$ cat src/rtl/demux_router.sv
// Registered 1-to-3 stream demultiplexer with one-entry holding slot per sink.
// Words carrying a zero-hot or multi-hot select are dropped and counted.
//
// slot state | meaning
// EMPTY      | no word held, slot can take a new word
// FULL       | word held on outK_data, outK_valid high until the sink takes it
module demux_router #(
   parameter int DATA_W = 4,
   parameter int CNT_W  = 8
) (
   input  logic              clk,
   input  logic              rst,
   input  logic [DATA_W-1:0] in_data,
   input  logic              in_valid,
   output logic              in_ready,
   input  logic              sel1,
   input  logic              sel2,
   input  logic              sel3,
   output logic [DATA_W-1:0] out1_data,
   output logic              out1_valid,
   input  logic              out1_ready,
   output logic [DATA_W-1:0] out2_data,
   output logic              out2_valid,
   input  logic              out2_ready,
   output logic [DATA_W-1:0] out3_data,
   output logic              out3_valid,
   input  logic              out3_ready,
   output logic [CNT_W-1:0]  err_cnt,
   output logic              sel_err
);

   typedef enum logic {EMPTY = 1'b0, FULL = 1'b1} slot_state_t;

   slot_state_t       slot_state [3];
   logic [DATA_W-1:0] slot_data  [3];
   logic [2:0]        sel_vec;
   logic [2:0]        slot_ready;
   logic [2:0]        slot_open;
   logic [2:0]        load;
   logic              legal;
   logic              drop;

   assign sel_vec    = {sel3, sel2, sel1};
   assign slot_ready = {out3_ready, out2_ready, out1_ready};
   assign legal      = (sel_vec == 3'b001) || (sel_vec == 3'b010) || (sel_vec == 3'b100);

   always_comb begin
      slot_open = '0;
      for (int k = 0; k < 3; k++) begin
         slot_open[k] = (slot_state[k] == EMPTY) || slot_ready[k];
      end
   end

   // Illegal selects are always consumed so a bad word never stalls the stream.
   assign in_ready = !rst && (!legal || |(sel_vec & slot_open));
   assign load     = {3{in_valid && in_ready && legal}} & sel_vec;
   assign drop     = in_valid && !legal && !rst;

   always_ff @(posedge clk or posedge rst) begin
      if (rst) begin
         for (int k = 0; k < 3; k++) begin
            slot_state[k] <= EMPTY;
            slot_data[k]  <= '0;
         end
      end else begin
         for (int k = 0; k < 3; k++) begin
            if (load[k]) begin
               slot_state[k] <= FULL;
               slot_data[k]  <= in_data;
            end else if (slot_state[k] == FULL && slot_ready[k]) begin
               slot_state[k] <= EMPTY;
            end
         end
      end
   end

   always_ff @(posedge clk or posedge rst) begin
      if (rst) begin
         err_cnt <= '0;
         sel_err <= 1'b0;
      end else begin
         sel_err <= drop;
         if (drop && (err_cnt != {CNT_W{1'b1}})) begin
            err_cnt <= err_cnt + CNT_W'(1);
         end
      end
   end

   assign out1_data  = slot_data[0];
   assign out2_data  = slot_data[1];
   assign out3_data  = slot_data[2];
   assign out1_valid = (slot_state[0] == FULL);
   assign out2_valid = (slot_state[1] == FULL);
   assign out3_valid = (slot_state[2] == FULL);

endmodule

$ cat config.mk
export PLATFORM = sky130hd
export DESIGN_NAME = demux_router
export DESIGN_NICKNAME = d
export VERILOG_FILES = /design/src/rtl/demux_router.sv
export SDC_FILE = /design/constraint.sdc
export NUM_CORES = 1
export LEC_CHECK = 0
export CAP_MARGIN = 10
export CORE_MARGIN = 2
export CORE_UTILIZATION = 35
export CTS_CLUSTER_DIAMETER = 120
export CTS_CLUSTER_SIZE = 12
export DETAILED_ROUTE_END_ITERATION = 6
export PLACE_DENSITY = 0.69
export SKIP_LAST_GASP = 1
export SLEW_MARGIN = 40
export SYNTH_ARGS = -nofsm -noshare
export SYNTH_HDL_FRONTEND = slang
export SYNTH_SLANG_ARGS = --single-unit
$ cat constraint.sdc
create_clock -name clk -period 1.87 [get_ports clk]
set_input_delay 0.374 -clock clk [delete_from_list [all_inputs] [get_ports clk]]
set_output_delay 0.374 -clock clk [all_outputs]
set_load 0.05 [all_outputs]
==> results of run 1 <==
## worst min-delay path: stages
cell and delay, ps:
dlymetal6s2s_1 90, nand2b_4 120, buf_4 100, o41ai_1 50
## stage by stage
step / setup TNS [ps] / hold slack [ps] / power [mW]
finish: 0 / 454.7 / 1.975
global route: -8.320 / 450.7 / 2.078
CTS: -30.86 / 493.7 / 1.996
detailed placement: -3138 / 483.9 / 1.776
global placement: -2617 / 476.3 / 1.748
floorplan: 0 / 256.7 / 1.424
## how the worst min path moves through the flow
stage / end / slack [ps] / cells after the start
2_1_floorplan: err_cnt[0] / 260 / 1
3_3_place_gp: out2_data[2] / 480 / 1
3_5_place_dp: out2_data[2] / 480 / 1
4_1_cts: out1_valid / 490 / 3
5_1_grt: out3_valid / 450 / 4
6_report: out3_valid / 450 / 4
## sequential cells by signal (all words and copies together), names as in the netlist
name and count:
out2_data 4, out2_valid 1, err_cnt 8, out3_data 4, out1_data 4, out3_valid 1
out1_valid 1, sel_err 1
## cells by family after synthesis
family / share of synthesized area, %
xor+xnor: 3.074
simple gates: 16.58
compound gates: 5.488
flops: 52.69
fa+ha+maj: 1.098
mux: 18.11
buf+inv: 2.963
## power by group
| part | switching (mW) | internal, mW | leakage, nW |
|---|---|---|---|
| clock | 0.146 | 0.0832 | 0.0150 |
| sequential | 0.125 | 0.644 | 0.301 |
| combinational | 0.640 | 0.336 | 0.542 |
| total | 0.911 | 1.06 | 0.858 |
## timing repair
item / CTS / global route
pin swaps: 1 / 1
gates resized for setup: 16 / 8
buffers inserted: 2 / 1
endpoints found under the setup margin: 5 / 10
## layout by cell type, fill, tap and decap left out, types with 2 or more instances in the layout
cell type        synthesis  layout
buf_4                    0      30
clkbuf_4                 0       3
clkdlybuf4s50_1          0       7
dfrtp_1                 24      23
dlygate4sd2_1            0      10
dlymetal6s2s_1           0       6
inv_1                    4       4
mux2_1                   7       7
mux2_2                   6       6
mux2_4                   4       4
nand2_1                  6       6
nand2b_4                 0       3
nand3_1                  4       4
nand4_1                  3       3
nor2_1                   2       2
nor2_2                   3       3
nor3_2                   2       2
xor2_1                   2       2
## cell type report
cell class,count,area share [%]
clock buffers,4,1.525
flip-flops and latches,24,34.93
inverters,5,1.089
well taps,44,3.195
repair buffers,54,27.23
multi-input cells,59,32.03
## routing by layer
| metal | GRT usage (%) | share of wire, % | routed length, um | vias to the layer above |
|---|---|---|---|---|
| met5 | 0 | 0 | 0 | - |
| met4 | 7.453 | 2.1 | 53 | 0 |
| met3 | 1.471 | 3.7 | 94 | 4 |
| met2 | 26.14 | 51 | 1314 | 21 |
| met1 | 18.65 | 43 | 1109 | 450 |
| li1 | - | - | - | 434 |
==> run metrics, run 1 <==
Leak 0.8576 nW; CTS HTree Levels 1; largest net degree at the start of global routing 25; crit path time final between 1500 and 2000 ps; Cell variety after synth 30; Synth top cells by count dfrtp_1, mux2_1, mux2_2, nand2_1; Die Span Y approximately 60 um; FMAX between 0.5 and 0.6 GHz; skew final 0.6566 ps; worst path required time 1500 ps; Hold Path Class in -> reg; number of port buffers 37; ranking of synthesized cells by area dfrtp_1, mux2_1, mux2_2; Hold Crit Start out3_ready; Yosys warning total 0; grt ovf 0; r2r endpoint out2_data[3]; most frequent cell after synthesis dfrtp_1; Syn Std Cell Area 0.001140 mm^2; Buffers & Inverters on Critical Path 1; share of layout cells above drive strength 1 between 40% and 50%; Nets 161; Place WS -237.2 ps; Total Routed Length 2570 um; antenna diode count 0; Routability Congestion 0.7905; post-route insts no fill 190; Setup violations, final 0; DRC viols 0; initial drt markers 21; clock root buffer clkbuf_4; delay of the slowest critical-path stage 790 ps; worst r2r path cells 6; TritonCTS clock tree done; I/O pins 38; Setup crit end sel_err; RSZ-0062 raised after global routing true; Crit Path Max Fanout 1; vias between 900 and 1000; Max Cap Viol 0; cell area power density 1146 mW/mm^2; Reg area 601.8 um^2; fin worst setup slack 61.87 ps; sequential fraction of the synthesis area 52.69%; Setup crit end kind output pin; top-area cell type share of the netlist area 52.69%; Final Core Density 55.98%; initial antenna violation count 0; maximum VDD drop 565.3 uV; Avg Inst Size Synth 12.66 um^2; Synth Register Bits 24; delay-heaviest family, CP buffers and inverters; Layout area overhead 51.15%; antenna viol nets, final 0; Synth area leader dfrtp_1; Clock Path Buffers 2; fillcell total 281; final hold viol count 0; hold buffers post-CTS 0; R2R setup slack 190 ps; Post-Syn Nets 104; WL/cell 13.53 um; kind of critical path reg -> out; EDFF count, synth 0; vias in the first global route 892; detailed-route vias per instance 4.784; TritonCTS Buffers 3; Final Instance Area 0.001723 mm^2; row cnt 20; Max Slew Vio Count 0; ys async rst share 100.0%; Die W 61.07 um; Post-Place Cells 183; CP startpoint sel_err; clock-pin slew on the worst setup and hold paths 120 ps; R2R Path Start out2_valid; Tot GR Track Use 15.05%; Slowest-stage cell, CP clkdlybuf4s50_1; CORE AREA 0.003078 mm^2; Multi-input gate area ~550 um^2; stages on the worst setup path 1; crit share post-route 96.69%; detailed placer's ending HPWL about 1900 um; worst skew pair latency 300 ps; Primary FF master, synth dfrtp_1; Critical Path AT 1430 ps; status finished clean; critical path startpoint category flip-flop; global-route wire length before repair 4105 um; headroom to the max-slew limit about 65%; worst path cell trace clkdlybuf4s50_1; DIE AREA 0.003729 mm^2; Post-DP Area 0.001625 mm^2; clock sink total 24; Pre-antenna DRT Iters 4; synthesized instance count 90; Initial Util 37.03%; worst slew pin tran roughly 520 ps
Power figures use the tool's default switching activity.
==> inputs of run 2 (changes only) <==
--- a/config.mk
+++ b/config.mk
@@ -6,7 +6,6 @@
 export NUM_CORES = 1
 export LEC_CHECK = 0
 export CAP_MARGIN = 10
-export CORE_MARGIN = 2
 export CORE_UTILIZATION = 35
 export CTS_CLUSTER_DIAMETER = 120
 export CTS_CLUSTER_SIZE = 12
==> run metrics, run 2 (synthesized netlist as in run 1, its figures left out) <==
R2R setup slack 200 ps (about the same); Pre-antenna DRT Iters 4 (unchanged); WL/cell 13.42 um (-0.82%); TritonCTS Buffers 3 (unchanged); Die Span Y 59.07 um (-3.3%); Tot GR Track Use 16.29% (+1.2 points); vias 890 (-2.1%); critical path startpoint category flip-flop; FMAX 0.5224 GHz (-5.6%); initial antenna violation count 0 (unchanged); r2r endpoint out2_data[0]; R2R Path Start out2_valid; DRC viols 0 (unchanged); kind of critical path reg -> out; fillcell total 265 (-5.7%); Multi-input gate area 548.0 um^2 (-0.68%); crit share post-route 102.4% (+5.7 points); clock sink total 24 (unchanged); status complete, but fails checks; Buffers & Inverters on Critical Path 2 (+1); Reg area 601.8 um^2 (unchanged); Initial Util 37.03% (unchanged); Layout area overhead 51.59%; failing checks setup timing; PnR Total Power 2.003 mW (+1.4%); CTS HTree Levels 1 (unchanged); row cnt 20 (unchanged); number of port buffers 37 (unchanged); antenna diode count 0 (unchanged); vias in the first global route 885 (-0.78%); fin worst setup slack -44.40 ps (-106.3 ps); Max Cap Viol 0 (unchanged); commonest cells after routing, fill and taps aside buf_4, dfrtp_1, dlygate4sd2_1, mux2_1, clkdlybuf4s50_1; TritonCTS clock tree done; clock-pin slew on the worst setup and hold paths 130 ps (about the same); worst path required time 1500 ps (about the same); Max Slew Vio Count 0 (unchanged); CORE AREA 0.003078 mm^2 (unchanged); largest net degree at the start of global routing 25 (unchanged); Nets 161 (unchanged); final hold viol count 0 (unchanged); Hold Path Class in -> async; Setup violations, final 1 (+1); Setup crit end kind output pin; worst r2r path cells 6 (unchanged); global-route wire length before repair 4167 um (+1.5%); clock root buffer clkbuf_4; Routability Congestion 0.7739 (-2.1%); maximum VDD drop 602.2 uV (+6.5%); Crit Path Max Fanout 2 (+1); share of layout cells above drive strength 1 42.47% (+0.68 points); skew final 2.904 ps (+2.248 ps); Leak 0.8661 nW (+1.0%); detailed placer's ending HPWL 1940 um (+1.1%); worst skew pair latency 310 ps (about the same); Clock Path Buffers 2 (unchanged); DIE AREA 0.003489 mm^2 (-6.4%); crit path time final 1914 ps (+106.3 ps); commonest non-fill, non-tap cell in the layout buf_4; worst slew pin tran 512.9 ps (-11.64 ps); I/O pins 38 (unchanged); delay-heaviest family, CP compound AO/OA/AOI/OAI gates; Total Routed Length 2549 um (-0.82%); initial drt markers 14 (-33%); antenna viol nets, final 0 (unchanged); Largest register FFs 8 (unchanged); Biggest register err_cnt; Critical Path AT 1540 ps (+110 ps); setup_tns -44.40 ps (-44.40 ps); headroom to the max-slew limit 65.75% (+0.78 points); RSZ-0062 raised after global routing true; Slowest-stage cell, CP dfrtp_2; worst path cell trace nand2b_4 -> a222oi_1 -> buf_4 -> a21oi_2 -> buf_6; hold buffers post-CTS 0 (unchanged); detailed-route vias per instance 4.684 (-2.1%); grt ovf 0 (unchanged); delay of the slowest critical-path stage 410 ps (-380 ps); stages on the worst setup path 5 (+4); cell area power density 1159 mW/mm^2 (+1.1%); Die W 59.07 um (-3.3%)
[run 2: routing by layer]
| layer | track usage [%] | routed length (um) | vias to the layer above |
|---|---|---|---|
| li1 | - | - | 428 |
| met1 | 20.53 | 1085 | 439 |
| met2 | 27.44 | 1365 | 21 |
| met3 | 2.183 | 97 | 2 |
| met4 | 8.163 | 1 | 0 |
| met5 | 0 | 0 | - |
[run 2: report_power, final]
part / total, mW / leakage (nW) / switching [mW] / internal (mW)
clock network: 0.267 / 0.0210 / 0.149 / 0.119
logic: 0.968 / 0.544 / 0.635 / 0.333
registers: 0.768 / 0.301 / 0.123 / 0.644
total: 2.00 / 0.866 / 0.907 / 1.10
[run 2: what timing repair did]
| item | CTS | global route |
|---|---|---|
| buffers inserted | 4 | 1 |
| resized for setup | 13 | 8 |
| setup endpoints to repair | 4 | 10 |
| pin swaps | 2 | 1 |
[run 2: through the flow]
stage	utilization (%)	instance area [um^2]	hold WS, ps	std cells	setup slack, ps
floorplan	-	1145	256.7	90	39.30
global placement	52.24	1608	477.1	181	-266.6
detailed placement	52.24	1608	484.3	181	-342.3
CTS	54.88	1689	482.0	189	-42.79
global route	56.14	1728	515.8	190	-93.08
finish	56.14	1728	485.3	190	-44.40
[run 2: worst max-delay path by stage]
stage	startpoint	to
global route	out2_valid	in_ready
global placement	sel1	in_ready
detailed placement	sel1	in_ready
CTS	out3_ready	in_ready
floorplan	err_cnt[0]	err_cnt[1]
finish	out2_valid	in_ready
[run 2: area by class of cell]
class	instances	share of cell area, %
repair buffers	54	27.08
well taps	44	3.186
multi-input cells	59	31.72
clock buffers	4	2.100
inverters	5	1.086
flip-flops and latches	24	34.83
[run 2: worst reg2reg max path: cells and delay by family (launching register included)]
family	cells	cell delay [ps]
multiplexers	1	350
buffers and inverters	2	190
AND/OR/NAND/NOR	3	580
flip-flops	1	450
==> inputs of run 3 (changes only) <==
--- a/config.mk
+++ b/config.mk
@@ -10,6 +10,7 @@
 export CTS_CLUSTER_DIAMETER = 120
 export CTS_CLUSTER_SIZE = 12
 export DETAILED_ROUTE_END_ITERATION = 6
+export MAX_ROUTING_LAYER = met4
 export PLACE_DENSITY = 0.69
 export SKIP_LAST_GASP = 1
 export SLEW_MARGIN = 40
==> constraint.sdc (replaced) <==
create_clock -name clk -period 1.87 [get_ports clk]
set_input_delay 0.2805 -clock clk [delete_from_list [all_inputs] [get_ports clk]]
set_output_delay 0.2805 -clock clk [all_outputs]
set_load 0.05 [all_outputs]
==> run metrics, run 3 (synthesized netlist as in run 1, its figures left out) <==
status finished clean; worst slew pin tran 512.0 ps (-0.8115 ps); Nets 162 (+0.62%); Setup crit end kind output pin; Crit Path Max Fanout 5 (+3); R2R setup slack 140 ps (-60 ps); clock root buffer clkbuf_4; Final Instance Area 0.001768 mm^2 (+2.3%); Slowest-stage cell, CP clkdlybuf4s50_1; worst path cell trace clkdlybuf4s50_1 -> or3b_4 -> o21ai_0 -> a21oi_2 -> buf_6; Buffers & Inverters on Critical Path 2 (unchanged); sequential group share of total power 35.8% (-2.5 points); clock-pin slew on the worst setup and hold paths 130 ps (about the same); worst path required time 1590 ps (+90 ps); Routability Congestion 0.8619 (+11%); final hold viol count 0 (unchanged); Clock Power Share 17.4% (+4.0 points); Total Routed Length 2501 um (-1.9%); RSZ-0062 raised after global routing true; Final Core Density 57.44% (+1.3 points); switching part of the total power 42.70% (-2.6 points); hold buffers post-CTS 0 (unchanged); Reg area 600.6 um^2 (-0.21%); Pre-antenna DRT Iters 4 (unchanged); Clock Path Buffers 2 (unchanged); antenna diode count 0 (unchanged); clock sink total 24 (unchanged); Hold Path Class in -> reg; Biggest register err_cnt; antenna viol nets, final 0 (unchanged); commonest cells after routing, fill and taps aside dfrtp_1, clkdlybuf4s50_1, buf_4, mux2_1, dlymetal6s2s_1; Max Slew Vio Count 0 (unchanged); Tot GR Track Use 16.87% (+0.57 points); initial antenna violation count 0 (unchanged); headroom to the max-slew limit 65.76% (about the same); kind of critical path in -> out; cell area power density 1207 mW/mm^2 (+4.1%); Place WS -172.6 ps (+169.7 ps); Setup violations, final 0 (-1); critical path startpoint category primary input; grt ovf 0 (unchanged); number of port buffers 37 (unchanged); TritonCTS clock tree done; skew final 6.659 ps (+3.755 ps); global-route wire length before repair 4360 um (+4.6%); fillcell total 270 (+1.9%); WL/cell 13.09 um (-2.4%); Multi-input gate area 524.3 um^2 (-4.3%); Post-DP Area 0.001669 mm^2 (+3.8%); detailed-route vias per instance 4.832 (+3.2%); crit path time final 1862 ps (-52.53 ps); share of layout cells above drive strength 1 31.97% (-10 points); setup_tns 0 ps (+44.40 ps); Logic pwr share 46.8% (-1.5 points); vias 923 (+3.7%); Max Cap Viol 0 (unchanged); CTS HTree Levels 1 (unchanged); Die W 59.07 um (unchanged); DIE AREA 0.003489 mm^2 (unchanged); crit share post-route 99.57% (-2.8 points); hold slack final 347.5 ps (-137.8 ps); Initial Util 37.03% (unchanged); Largest register FFs 8 (unchanged); maximum VDD drop 749.4 uV (+24%); post-route insts no fill 191 (+0.53%); vias in the first global route 931 (+5.2%); detailed placer's ending HPWL 1885 um (-2.9%); Die Span Y 59.07 um (unchanged); TritonCTS Buffers 3 (unchanged); DRC viols 0 (unchanged); initial drt markers 46 (+32); CORE AREA 0.003078 mm^2 (unchanged); Layout area overhead 55.10%; worst skew pair latency 310 ps (about the same); largest net degree at the start of global routing 25 (unchanged); Critical Path AT 1580 ps (+40 ps); PnR Total Power 2.134 mW (+6.5%); delay-heaviest family, CP buffers and inverters; Leak 0.8658 nW (about the same); delay of the slowest critical-path stage 510 ps (+100 ps); I/O pins 38 (unchanged); row cnt 20 (unchanged); Internal Pwr Total 1.223 mW (+12%); P_sw 911.4 uW (+0.52%); FMAX 0.5371 GHz (+2.8%); Post-Place Cells 185 (+2.2%); fin worst setup slack 8.124 ps (+52.53 ps)
[run 3: changes by cell type in the layout (fill, tap and decap cells not counted), sizes merged]
cell           delta
bufinv            +1
dlymetal6s2s      +1
dlygate4sd2       -5
clkbuf            -1
clkdlybuf4s50    +17
buf              -12
[run 3: final cells by class]
| type | count | area share (%) |
|---|---|---|
| sequential | 24 | 33.97 |
| multi-input combinational | 59 | 29.65 |
| timing repair buffer | 55 | 29.23 |
| tap | 44 | 3.114 |
| clock inverter | 1 | 1.699 |
| clock buffer | 3 | 1.274 |
| inverter | 5 | 1.062 |
[run 3: layer usage]
layer	wire, um	GRT usage (%)	vias up
li1	-	-	432
met1	1108	22.44	471
met2	1284	26.30	18
met3	82	1.528	2
met4	25	7.483	0
met5	0	-	-
[run 3: power by group through the flow]
stage | registers (mW) | logic [mW] | clock network, mW
2_1_floorplan | 1.21 | 0.219 | 0
3_3_place_gp | 0.771 | 1.00 | 0
3_5_place_dp | 0.777 | 1.01 | 0
4_1_cts | 0.768 | 1.01 | 0.383
5_1_grt | 0.791 | 1.06 | 0.401
6_report | 0.764 | 0.999 | 0.371
[run 3: timing repair]
item / CTS / global route
endpoints found under the setup margin: 3 / 7
pin swaps: 1 / 1
gates cloned: 0 / 0
gates resized for setup: 7 / 7
buffers inserted: 1 / 1
[run 3: path summary, 6_finish.rpt]
check | startpoint | to | depth (start not counted)
max | sel3 | in_ready | 5
min | out2_ready | out2_valid | 4
max reg2reg | out2_valid | out1_data[3] | 6
min reg2reg | out2_data[0] | out2_data[0] | 1
max in group asynchronous | rst | out3_data[0] | 3
min in group asynchronous | rst | err_cnt[7] | 3
[run 3: worst min-delay path, stage by stage]
cell and delay (ps):
dlymetal6s2s_1 80, nand2b_4 120, buf_4 100, nand2_1 40
